$ cat config.mk
export PLATFORM = sky130hd
export DESIGN_NAME = xalu_ise_arb
export DESIGN_NICKNAME = d
export VERILOG_FILES = /design/src/rtl/xalu_ise_arb.sv
export SDC_FILE = /design/constraint.sdc
export NUM_CORES = 1
export LEC_CHECK = 0
export ABC_AREA = 1
export CAP_MARGIN = 10
export CORE_AREA = 2 2 146 148
export CTS_CLUSTER_DIAMETER = 40
export CTS_CLUSTER_SIZE = 12
export DETAILED_ROUTE_END_ITERATION = 7
export DIE_AREA = 0 0 148 150
export PLACE_DENSITY_LB_ADDON = 0.08
export RECOVER_POWER = 100
export SLEW_MARGIN = 20
export SYNTH_ARGS = -nofsm -noshare
export SYNTH_HDL_FRONTEND = slang
export SYNTH_SLANG_ARGS = --single-unit
$ cat constraint.sdc
create_clock -name ise_clk -period 1.58 [get_ports ise_clk]
set_input_delay 0.395 -clock ise_clk [delete_from_list [all_inputs] [get_ports ise_clk]]
set_output_delay 0.395 -clock ise_clk [all_outputs]
set_load 0.005 [all_outputs]
$ cat src/rtl/xalu_ise_arb.sv
// Two-port arbiter and result buffer in front of one shared combinational
// xalu_ise datapath. Each accepted op is issued straight to the datapath and
// its result is captured into a per-port response register with valid/ready
// backpressure. Unsupported ops are flagged and accepted ops are counted.
module xalu_ise_arb #(
    parameter bit FAIR  = 1'b1,
    parameter int CNT_W = 16
) (
    input  logic             ise_clk,
    input  logic             ise_rst,

    input  logic             a_val,
    output logic             a_rdy,
    input  logic [4:0]       a_fn,
    input  logic [6:0]       a_imm,
    input  logic [31:0]      a_in1,
    input  logic [31:0]      a_in2,
    output logic             a_rsp_val,
    input  logic             a_rsp_rdy,
    output logic [31:0]      a_rsp_out,
    output logic             a_rsp_err,

    input  logic             b_val,
    output logic             b_rdy,
    input  logic [4:0]       b_fn,
    input  logic [6:0]       b_imm,
    input  logic [31:0]      b_in1,
    input  logic [31:0]      b_in2,
    output logic             b_rsp_val,
    input  logic             b_rsp_rdy,
    output logic [31:0]      b_rsp_out,
    output logic             b_rsp_err,

    output logic             alu_val,
    output logic [4:0]       alu_fn,
    output logic [6:0]       alu_imm,
    output logic [31:0]      alu_in1,
    output logic [31:0]      alu_in2,
    input  logic             alu_oval,
    input  logic [31:0]      alu_out,

    output logic [CNT_W-1:0] a_cnt,
    output logic [CNT_W-1:0] b_cnt
);

    localparam logic [CNT_W-1:0] CNT_MAX = '1;

    logic        ptr_b;
    logic        elig_a;
    logic        elig_b;
    logic        grant_a;
    logic        grant_b;
    logic [31:0] cap_out;
    logic        cap_err;

    // A port may take a new op when its response slot is empty or draining now.
    assign elig_a = a_val & (~a_rsp_val | a_rsp_rdy);
    assign elig_b = b_val & (~b_rsp_val | b_rsp_rdy);

    // Grant: an uncontested port always wins; contested goes to the pointer
    // (round-robin) or to A (fixed priority).
    always_comb begin
        grant_a = 1'b0;
        grant_b = 1'b0;
        if (elig_a && elig_b) begin
            if (FAIR && ptr_b) grant_b = 1'b1;
            else               grant_a = 1'b1;
        end else begin
            grant_a = elig_a;
            grant_b = elig_b;
        end
    end

    assign a_rdy   = grant_a;
    assign b_rdy   = grant_b;
    assign alu_val = grant_a | grant_b;

    // Issue mux; operands are forced to zero when idle to keep the datapath quiet.
    always_comb begin
        alu_fn  = '0;
        alu_imm = '0;
        alu_in1 = '0;
        alu_in2 = '0;
        if (grant_a) begin
            alu_fn  = a_fn;
            alu_imm = a_imm;
            alu_in1 = a_in1;
            alu_in2 = a_in2;
        end else if (grant_b) begin
            alu_fn  = b_fn;
            alu_imm = b_imm;
            alu_in1 = b_in1;
            alu_in2 = b_in2;
        end
    end

    assign cap_out = alu_oval ? alu_out : 32'd0;
    assign cap_err = ~alu_oval;

    // Round-robin pointer: moves only on contention, to the losing port.
    always_ff @(posedge ise_clk or negedge ise_rst) begin
        if (!ise_rst)
            ptr_b <= 1'b0;
        else if (FAIR && elig_a && elig_b)
            ptr_b <= grant_a;
    end

    // Port A response slot: a new grant overrides a same-cycle drain.
    always_ff @(posedge ise_clk or negedge ise_rst) begin
        if (!ise_rst) begin
            a_rsp_val <= 1'b0;
            a_rsp_out <= '0;
            a_rsp_err <= 1'b0;
        end else if (grant_a) begin
            a_rsp_val <= 1'b1;
            a_rsp_out <= cap_out;
            a_rsp_err <= cap_err;
        end else if (a_rsp_val && a_rsp_rdy) begin
            a_rsp_val <= 1'b0;
        end
    end

    // Port B response slot: a new grant overrides a same-cycle drain.
    always_ff @(posedge ise_clk or negedge ise_rst) begin
        if (!ise_rst) begin
            b_rsp_val <= 1'b0;
            b_rsp_out <= '0;
            b_rsp_err <= 1'b0;
        end else if (grant_b) begin
            b_rsp_val <= 1'b1;
            b_rsp_out <= cap_out;
            b_rsp_err <= cap_err;
        end else if (b_rsp_val && b_rsp_rdy) begin
            b_rsp_val <= 1'b0;
        end
    end

    // Saturating accepted-op counters; unsupported ops count too.
    always_ff @(posedge ise_clk or negedge ise_rst) begin
        if (!ise_rst) begin
            a_cnt <= '0;
            b_cnt <= '0;
        end else begin
            if (grant_a && (a_cnt != CNT_MAX)) a_cnt <= a_cnt + 1'b1;
            if (grant_b && (b_cnt != CNT_MAX)) b_cnt <= b_cnt + 1'b1;
        end
    end

endmodule

=== Word-level counts from Yosys, hierarchy flattened ===
Index checks and enable logic that the tools add are counted.

* Add/subtract/negate cells: 2
* Equal/unequal tests: 2
* Muxes and demuxes: 17
* Bitwise gates (word level): 8
* Reductions and logical operators: 7

{| class="wikitable"
|+ Operators by type and width
! operator !! number
|-
| $mux 32 || 5
|-
| $add 16x1->16 const B || 2
|-
| $ne 16x16->1 const B || 2
|-
| $mux 7 || 2
|-
| $mux 5 || 2
|-
| $mux 1 || 8
|-
| $logic_and 1x1->1 || 5
|-
| $reduce_bool 2->1 || 2
|-
| $not 1->1 || 3
|-
| $or 1x1->1 || 3
|-
| $and 1x1->1 || 2
|}

* Bits in registers: 101
* Output and inout bits: 179
* Logic and storage cells: 45

=== Logic depth before layout (Yosys ltp) ===
Gate-level depths: netlist of run 1.

* Word-level depth: 7
* Gate-level depth with buffers: 10

=== Worst setup path after synthesis of run 1 ===
No wires, ideal clock.

* Path type: reg-to-output
* Start: register b_rsp_val
* End: output alu_in1[23]
* Arrival time: 1273 ps
* Data required time: 1185 ps
* Path slack: -88 ps
* Stages on the path, launching flop included: 8
* Cell sequence: dfrtp_1 -> a21oi_4 -> o21ai_4 -> inv_2 -> buf_2 -> buf_4 -> nand2_1 -> nand2_1

* Cells in the longest elaborated chain, start to end: 7
* Elaborated cells between the ends (all ways): 8
* Those cells by class: 4 x mux; 3 x bitwise; 1 x reduce/logical

{| class="wikitable"
|+ RTL lines
! item !! line !! text
|-
| start: declaration || 29 || <nowiki>output logic b_rsp_val,</nowiki>
|-
| start signal: assignment || 126 || <nowiki>b_rsp_val <= 1'b0;</nowiki>
|-
| start signal: assignment || 130 || <nowiki>b_rsp_val <= 1'b1;</nowiki>
|-
| start signal: assignment || 134 || <nowiki>b_rsp_val <= 1'b0;</nowiki>
|-
| $not 1->1 (*) || 58 || <nowiki>assign elig_b = b_val & (~b_rsp_val | b_rsp_rdy);</nowiki>
|-
| $or 1x1->1 (*) || 58 ||
|-
| $and 1x1->1 (*) || 58 ||
|-
| $logic_and 1x1->1 || 65 || <nowiki>if (elig_a && elig_b) begin</nowiki>
|-
| $mux 1 || 65 ||
|-
| $mux 32 || 89 || <nowiki>end else if (grant_b) begin</nowiki>
|-
| $mux 32 (*) || 84 || <nowiki>if (grant_a) begin</nowiki>
|-
| end: declaration || 37 || <nowiki>output logic [31:0] alu_in1,</nowiki>
|}

Every way passes the cells marked *; elsewhere a longest branch is shown, timed or not.

=== Worst setup path in the final report of run 1 ===
* Start: register a_rsp_val
* End: output alu_in1[23]

* Cells in the longest elaborated chain, start to end: 7
* Elaborated cells between the ends (all ways): 8
* Those cells by class: 4 x mux; 3 x bitwise; 1 x reduce/logical

{| class="wikitable"
|+ RTL lines
! item !! line !! text
|-
| start: declaration || 18 || <nowiki>output logic a_rsp_val,</nowiki>
|-
| start signal: assignment || 111 || <nowiki>a_rsp_val <= 1'b0;</nowiki>
|-
| start signal: assignment || 115 || <nowiki>a_rsp_val <= 1'b1;</nowiki>
|-
| start signal: assignment || 119 || <nowiki>a_rsp_val <= 1'b0;</nowiki>
|-
| $not 1->1 (*) || 57 || <nowiki>assign elig_a = a_val & (~a_rsp_val | a_rsp_rdy);</nowiki>
|-
| $or 1x1->1 (*) || 57 ||
|-
| $and 1x1->1 (*) || 57 ||
|-
| $logic_and 1x1->1 || 65 ||
|-
| $mux 1 || 65 ||
|-
| $mux 32 || 89 ||
|-
| $mux 32 (*) || 84 ||
|}

Marked as above.

==> flow_metrics.tcl, run 1 <==
set metrics [dict create \
    status "finished, violations left" \
    violations "setup timing" \
    p_clk_frac 0.184 \
    worstHoldStart "a_rsp_rdy" \
    clockBufferDepth 2 \
    critPathMaxStageDelay_ps 390 \
    r2r_start "b_rsp_val" \
    synth_top_family_by_area "simple AND/OR/NAND/NOR gates" \
    ys.warnings.count 0 \
    gp_congestion 0.824 \
    p_comb_frac 0.517 \
    layout_common_cells "nand2_1, clkdlybuf4s50_1, nand2_2, dfrtp_1, buf_2" \
    port_buffers 369 \
    rsz0062_at_grt "true" \
    power.density_mw_per_mm2 1060 \
    initial_core_util 0.270 \
    synth_compound_area_frac 0.0781 \
    yosys.area_share.simple 0.386 \
    hold_depth 2 \
    crit_fanout 8 \
    synth_area_leader_cell "dfrtp_1" \
    cap_violations 0 \
    place_hpwl_microns 17000 \
    ant_nets 0 \
    rows 53 \
    cpMostUsedCell "buf_6" \
    dieArea_sq_mm 0.0222 \
    cts.sinks 101 \
    cts_root_buffer "clkbuf_16" \
    synth_top_area_frac 0.452 \
    max_freq_ghz 0.441 \
    antenna_found_initial 6 \
    end_kind "output port" \
    synth-seq-cells 101 \
    whs_endpoint "a_rsp_val" \
    grt_max_degree 35 \
    synthXorXnorAreaFrac 0.0204 \
    leakagePower_nw 5.78 \
    crit_required_ps 1180 \
    post_drt_wl_per_cell_microns 17.5 \
    setup_viol 143 \
    crit_chain "inv_2 -> o21ai_4 -> buf_6 -> o21ai_4 -> inv_6 -> buf_6 -> buf_6 -> buf_16 -> nand2_4 -> nand2_2 -> buf_2" \
    synth_area_per_cell_sq_um 6.91 \
    timing.rr.end "b_rsp_out[20]" \
    peakVddDrop_uv 680 \
    worst_slack_ps -687 \
    relSlewSlack 0.661 \
    critPathKind "reg -> out" \
    grt_pass1_wl_microns 39900 \
    ys_seq_area_frac 0.452 \
    syn-instance-count 809 \
    intPower_mw 7.91 \
    ys_top_cells_by_area "dfrtp_1, nand2_1, o21ai_0" \
    synth_nets 1002 \
    synthMuxAreaShare 0 \
    drive_gt1_frac 0.311 \
    worst_pin_slew_ps 508 \
    power_mw 12.3 \
    drt_iter0_drc 248 \
    crit_family "buffers and inverters" \
    fin_crit_ps 2270 \
    place_ws_ps -1140 \
    cp_slowest_cell "dfrtp_1" \
    drt-vias-per-instance 4.42 \
    gr-total-overflow 0 \
    p_sw_mw 4.42 \
    grtUsageTotal 0.234 \
    insertion_delay_ps 350 \
    cts_max_level 3 \
    final_common_cell "nand2_1" \
    fill_cells 1962 \
    dr_total_vias 6864 \
    power_frac_seq 0.299 \
    r2r_setup_slack_ps -240 \
    final_nets 1459 \
    wirelength_microns 27100 \
    final_hold_viol_count 0 \
    die_h_microns 150 \
    path_buf_inv 7 \
    drc 0 \
    cts_buffers 9 \
    pin_count 370 \
    yosys.area_share.adder 0.00447 \
    syn2layout_area_growth_pct 108 \
    hp-class "in -> reg" \
    worstPathArrival_ps 1870 \
    r2r_cells 11 \
    report.final.slew_viol_count 0 \
    core_sq_mm 0.0207 \
    min_period_over_period 1.43 \
    switching_share 0.359 \
    die_w_microns 148 \
    yosysUniqueCellTypes 27 \
    syn-cell-area_sq_mm 0.00559 \
    dr.pass1.iters 4 \
    tritoncts "done" \
    start_kind "flip-flop" \
    skew_ps 4.82 \
    grt_pass1_vias 6759 \
    clk_pin_slew_ps 80 \
]
## per-stage QoR
step / hold WS (ps) / cells / instance area, sq um / setup TNS, ps / util
floorplan: 99.4 / 809 / 5620 / -954 / -
global placement: 298 / 1456 / 9840 / -162070 / 0.476
detailed placement: 302 / 1456 / 9840 / -164110 / 0.476
CTS: 435 / 1526 / 11300 / -65630 / 0.547
global route: 471 / 1552 / 11600 / -72820 / 0.563
finish: 441 / 1552 / 11600 / -60940 / 0.563
## flip-flops by register name, indices dropped and copies added, names as in the netlist
name       cells
a_rsp_out     32
b_rsp_out     32
a_cnt         16
b_cnt         16
a_rsp_err      1
a_rsp_val      1
b_rsp_err      1
b_rsp_val      1
ptr_b          1
## power groups by stage
stage | registers, mW | logic, mW | clock network (mW)
after CTS | 3.67 | 6.17 | 2.32
final | 3.68 | 6.38 | 2.27
after floorplan | 3.73 | 1.60 | 0
after detailed placement | 3.69 | 4.86 | 0
after global routing | 3.77 | 6.87 | 2.45
after global placement | 3.69 | 4.85 | 0
## how the worst max path moves through the flow
stage,depth (start not counted),end,slack [ps],from
after floorplan,8,alu_in2[10],-30,a_rsp_val
after global placement,9,alu_imm[0],-1110,b_rsp_rdy
after detailed placement,9,alu_in2[20],-1140,b_rsp_rdy
after CTS,11,alu_in2[5],-710,a_rsp_val
after global routing,11,alu_in1[18],-770,a_rsp_val
final,11,alu_in1[23],-690,a_rsp_val
## metal layers
metal  vias to the layer above  global-route usage  routed length [microns]  share of wire
li1                       3441                   -                        -              -
met1                      3149               0.277                    10800           0.40
met2                       245               0.419                    13800           0.51
met3                        29              0.0543                     1960          0.072
met4                         0              0.0757                      552          0.020
met5                         -                   0                        0              0
## final cells by class
cell class | instances | area [sq um] | area share
timing repair buffer | 483 | 5070 | 0.435
antenna | 6 | 15.0 | 0.00129
tap | 275 | 344 | 0.0295
multi-input combinational | 639 | 3260 | 0.280
clock buffer | 10 | 229 | 0.0197
sequential | 101 | 2530 | 0.217
inverter | 32 | 138 | 0.0118
clock inverter | 6 | 65.1 | 0.00559
## synthesized netlist by cell type (all sizes together)
| master | instances |
|---|---|
| nand2 | 478 |
| dfrtp | 101 |
| o21ai | 81 |
| nor2 | 37 |
| inv | 32 |
| buf | 20 |
| clkbuf | 18 |
| nand3 | 16 |
| nand4 | 9 |
| xor2 | 9 |
| xnor2 | 4 |
| ha | 2 |
| a21oi | 1 |
| nand3b | 1 |
## what timing repair did
action                     CTS  global route
hold buffers                 1             0
buffers inserted            26            21
setup endpoints to repair  278           249
resized for setup          587           152
gates cloned                28             3
hold endpoints to repair    16             0
pin swaps                   35            13
## logic make-up (layout without fill, tap and decap cells)
logic type,after synthesis,in the layout
other cells,0,6
fa+ha+maj,2,2
xor+xnor,13,13
simple gates,541,542
buf+inv,70,531
compound gates,82,82
flops,101,101
(Power assumes the default switching activity.)
==> run 2, diff against run 1 <==
- CORE_AREA: 2 2 146 148 -> 2 2 142 144
- CTS_CLUSTER_SIZE: 12 -> default
- DIE_AREA: 0 0 148 150 -> 0 0 144 146
- clock period: 1.58 -> 2.6 ns (I/O delays scaled with it)
==> flow_metrics.tcl, run 2 (same netlist as run 1, synthesis figures left out) <==
set metrics [dict create \
    hp-class "reg -> reg" \
    gp_congestion 0.826 \
    worst_pin_slew_ps 1360 \
    drt-vias-per-instance 4.36 \
    status "finished, violations left" \
    pin_count 370 \
    ant_nets 0 \
    rsz0062_at_grt "true" \
    power_frac_seq 0.340 \
    place_inst 1427 \
    gr-total-overflow 0 \
    final_nets 1397 \
    postCtsHoldBufs 0 \
    tritoncts "done" \
    r2r_cells 12 \
    relSlewSlack 0.0936 \
    syn2layout_area_growth_pct 84.3 \
    p_clk_frac 0.210 \
    skew_ps 16.0 \
    whs_endpoint "a_rsp_out[27]" \
    p_sw_mw 2.32 \
    final_cell_area_sq_mm 0.0103 \
    intPower_mw 4.35 \
    placed_cell_area_sq_mm 0.00969 \
    final_common_cell "nand2_1" \
    drt_iter0_drc 264 \
    start_kind "input port" \
    fin_crit_ps 2630 \
    wirelength_microns 24600 \
    layoutNonFillerInstCount 1477 \
    critPathKind "in -> out" \
    initial_core_util 0.289 \
    power.density_mw_per_mm2 648 \
    drive_gt1_frac 0.153 \
    cts.sinks 101 \
    peakVddDrop_uv 493 \
    cts_buffers 9 \
    violations "setup timing" \
    clk_pin_slew_ps 80 \
    setup_viol 1 \
    max_freq_ghz 0.380 \
    crit_required_ps 1950 \
    hold_depth 2 \
    grt_pass1_vias 6051 \
    cts_root_buffer "clkbuf_16" \
    clockBufferDepth 2 \
    die_w_microns 144 \
    report.final.slew_viol_count 0 \
    rows 51 \
    finalCoreUtilization 0.533 \
    grt_max_degree 69 \
    cts_max_level 3 \
    cpMostUsedCell "buf_12" \
    timing.rr.end "a_cnt[9]" \
    dr.pass1.iters 4 \
    dieArea_sq_mm 0.0210 \
    r2r_setup_slack_ps 410 \
    crit_fanout 7 \
    final_hold_viol_count 0 \
    end_kind "output port" \
    fill_cells 1902 \
    worstHoldStart "a_rsp_out[27]" \
    top_regs "a_rsp_out: 32 flops, b_rsp_out: 32 flops" \
    switching_share 0.348 \
    antenna_found_initial 5 \
    dr_total_vias 6436 \
    drc 0 \
    worstPathArrival_ps 1980 \
    p_comb_frac 0.450 \
    place_hpwl_microns 18800 \
    cap_violations 0 \
    die_h_microns 146 \
    post_drt_wl_per_cell_microns 16.6 \
    grtUsageTotal 0.228 \
    power_mw 6.68 \
    port_buffers 369 \
    min_period_over_period 1.01 \
    leakagePower_nw 4.93 \
    critPathMaxStageDelay_ps 200 \
    cp_slowest_cell "clkdlybuf4s15_2" \
    worst_slack_ps -31.2 \
    crit_chain "clkdlybuf4s15_2 -> o21ai_4 -> o21ai_4 -> inv_4 -> buf_12 -> buf_12 -> buf_8 -> buf_12 -> buf_6 -> nand2_2 -> nand2_2 -> buf_2" \
    tns_ps -31.2 \
    core_sq_mm 0.0193 \
    insertion_delay_ps 360 \
    layout_common_cells "nand2_1, clkdlybuf4s50_1, dfrtp_1, o21ai_0" \
    startpoint "a_val" \
    grt_pass1_wl_microns 36400 \
    r2r_start "a_rsp_val" \
]
run 2: cell types whose count changed in the layout (fill, tap and decap cells not counted), moves of 16 or more:
cell and delta:
buf_16 -23, buf_2 -43, buf_4 -20, clkbuf_2 +16
clkdlybuf4s25_1 -60, clkdlybuf4s50_1 +100, dlygate4sd2_1 -21, nand2_1 +111
nand2_2 -100, o21ai_0 +37, o21ai_1 -27
run 2: power by group through the flow:
stage / Sequential (mW) / Combinational [mW] / Clock, mW
after CTS: 2.27 / 3.02 / 1.45
after global placement: 2.29 / 2.87 / 0
final: 2.27 / 3.00 / 1.40
after detailed placement: 2.29 / 2.88 / 0
after global routing: 2.33 / 3.29 / 1.50
after floorplan: 2.27 / 0.959 / 0
run 2: per-layer routing:
layer	part of all wire	global-route usage	wire [microns]
met3	0.085	0.0786	2090
met1	0.42	0.285	10400
met2	0.48	0.378	11900
met4	0.0097	0.0515	238
met5	0	0	0
run 2: worst max path at each step:
stage / to / slack (ps) / cells after the start
after floorplan: alu_in1[23] / 420 / 8
after global placement: alu_in1[24] / -610 / 9
after detailed placement: alu_in1[24] / -620 / 9
after CTS: alu_imm[3] / -230 / 11
after global routing: alu_in1[5] / -80 / 12
final: alu_in1[5] / -30 / 12
run 2: metrics by stage:
stage               hold WS (ps)  worst slack (ps)
floorplan                    354               423
global route                 509             -80.6
global placement             464              -606
finish                       488             -31.2
detailed placement           472              -620
CTS                          181              -235
run 2: layout make-up:
type                    count  area [sq um]  share of cell area
multi-input cells         638          2850               0.277
diodes                      3          7.51            0.000728
flip-flops and latches    101          2530               0.245
clock inverters             7          78.8             0.00764
well taps                 265           332              0.0322
inverters                  32           133              0.0129
clock buffers               9           225              0.0218
repair buffers            422          4160               0.403
run 2: repair_timing:
action                     CTS  global route
pin swaps                    4             6
gates resized for setup    256            58
buffers inserted            22             6
gates cloned                 5             1
setup endpoints to repair   79            70
run 2: worst max-delay path, delay by kind of cell:
kind / cells / cell delay, ps
buffers and inverters: 8 / 980
AND/OR/NAND/NOR: 2 / 100
AO/OA/AOI/OAI: 2 / 250
==> run 3, diff against run 2 <==
- CTS_BUF_LIST: default -> sky130_fd_sc_hd__clkbuf_8
==> flow_metrics.tcl, run 3 (same netlist as run 1, synthesis figures left out) <==
set metrics [dict create \
    status "finished, violations left" \
    violations "setup timing" \
    tns_ps -276 \
    r2r_start "a_rsp_val" \
    min_period_over_period 1.02 \
    start_kind "flip-flop" \
    core_sq_mm 0.0193 \
    worstPathArrival_ps 2000 \
    die_w_microns 144 \
    cap_violations 0 \
    final_nets 1398 \
    relSlewSlack 0.0950 \
    die_h_microns 146 \
    crit_fanout 5 \
    ant_nets 0 \
    drc 0 \
    grt_pass1_vias 6188 \
    report.final.slew_viol_count 0 \
    dr.pass1.iters 4 \
    grtUsageTotal 0.232 \
    rsz0062_at_grt "true" \
    drt_iter0_drc 209 \
    critPathKind "reg -> out" \
    hp-class "reg -> reg" \
    clockBufferDepth 2 \
    final_common_cell "nand2_1" \
    clk_pin_slew_ps 110 \
    leakagePower_nw 4.96 \
    placed_cell_area_sq_mm 0.00969 \
    gr-total-overflow 0 \
    power.density_mw_per_mm2 621 \
    fill_cells 1896 \
    dr_total_vias 6500 \
    tritoncts "done" \
    fin_crit_ps 2650 \
    rows 51 \
    drive_gt1_frac 0.194 \
    drt-vias-per-instance 4.40 \
    peakVddDrop_uv 382 \
    wirelength_microns 25100 \
    cts_buffers 9 \
    grt_pass1_wl_microns 37100 \
    syn2layout_area_growth_pct 84.3 \
    setup_viol 17 \
    place_hpwl_microns 18800 \
    top_regs "a_rsp_out: 32 flops, b_rsp_out: 32 flops" \
    worst_pin_slew_ps 1360 \
    skew_ps 24.3 \
    finalCoreUtilization 0.533 \
    worst_slack_ps -49.3 \
    post_drt_wl_per_cell_microns 17.0 \
    crit_required_ps 1950 \
    final_cell_area_sq_mm 0.0103 \
    grt_max_degree 69 \
    cts_max_level 3 \
    cts_root_buffer "clkbuf_8" \
    pin_count 370 \
    antenna_found_initial 5 \
    final_hold_viol_count 0 \
    place_ws_ps -620 \
    layout_common_cells "nand2_1, clkdlybuf4s50_1, dfrtp_1, o21ai_0, nand2_2" \
    port_buffers 369 \
    cts.sinks 101 \
    initial_core_util 0.289 \
    max_freq_ghz 0.377 \
    worstHoldStart "b_rsp_out[3]" \
    end_kind "output port" \
    hold-worst-slack_ps 496 \
    insertion_delay_ps 400 \
    dieArea_sq_mm 0.0210 \
    startpoint "a_rsp_val" \
    gp_congestion 0.826 \
]
run 3: per-stage QoR:
| stage | total power, mW | std cells |
|---|---|---|
| after detailed placement | 5.17 | 1427 |
| after floorplan | 3.23 | 809 |
| after CTS | 6.48 | 1474 |
| after global routing | 6.85 | 1477 |
| final | 6.40 | 1478 |
| after global placement | 5.16 | 1427 |
run 3: worst paths after layout:
| path | to | slack [ps] | cells after the start |
|---|---|---|---|
| min in group asynchronous | b_rsp_out[6] | 520 | 1 |
| worst min register to register | b_rsp_out[3] | 500 | 2 |
| worst max register to register | a_cnt[11] | 250 | 13 |
| max in group asynchronous | b_rsp_val | 490 | 2 |
| worst min-delay path | b_rsp_out[3] | 500 | 2 |
| worst max-delay path | alu_in2[31] | -50 | 12 |
run 3: critical path: stages, from the launching register on:
cell and delay [ps]:
dfrtp_1 390, inv_2 60, o21ai_4 230, buf_6 150, inv_4 30, nand2_4 70, inv_8 60, buf_12 140
buf_16 130, buf_12 120, nand2_2 40, nand2_1 50, buf_2 130
run 3: timing repair:
item / 4_1_cts / 5_1_grt
pin swaps: 4 / 13
setup endpoints to repair: 79 / 72
resized for setup: 308 / 98
cloned: 7 / 1
buffers inserted: 24 / 5
hold buffers: 0 / 0
run 3: report_power, final:
group          internal (mW)  switching, mW  leakage [nW]
registers               1.93          0.334          1.33
clock network          0.395          0.665         0.105
logic                   1.73           1.34          3.53
total                   4.06           2.34          4.96
run 3: area by class of cell:
| cell class | count | area (sq um) | area share |
|---|---|---|---|
| Clock inverter | 7 | 78.8 | 0.00764 |
| Tap cell | 265 | 332 | 0.0322 |
| Multi-Input combinational cell | 638 | 3000 | 0.291 |
| Inverter | 32 | 133 | 0.0129 |
| Sequential cell | 101 | 2530 | 0.245 |
| Timing Repair Buffer | 423 | 4110 | 0.399 |
| Clock buffer | 9 | 124 | 0.0120 |
| Antenna cell | 3 | 7.51 | 0.000728 |
run 3: routing by layer:
layer | up-vias | global-route usage | routed length (microns)
met5 | - | 0 | 0
met4 | 0 | 0.0657 | 408
met3 | 24 | 0.0707 | 2110
met2 | 221 | 0.390 | 12100
met1 | 2948 | 0.288 | 10400
li1 | 3307 | - | -
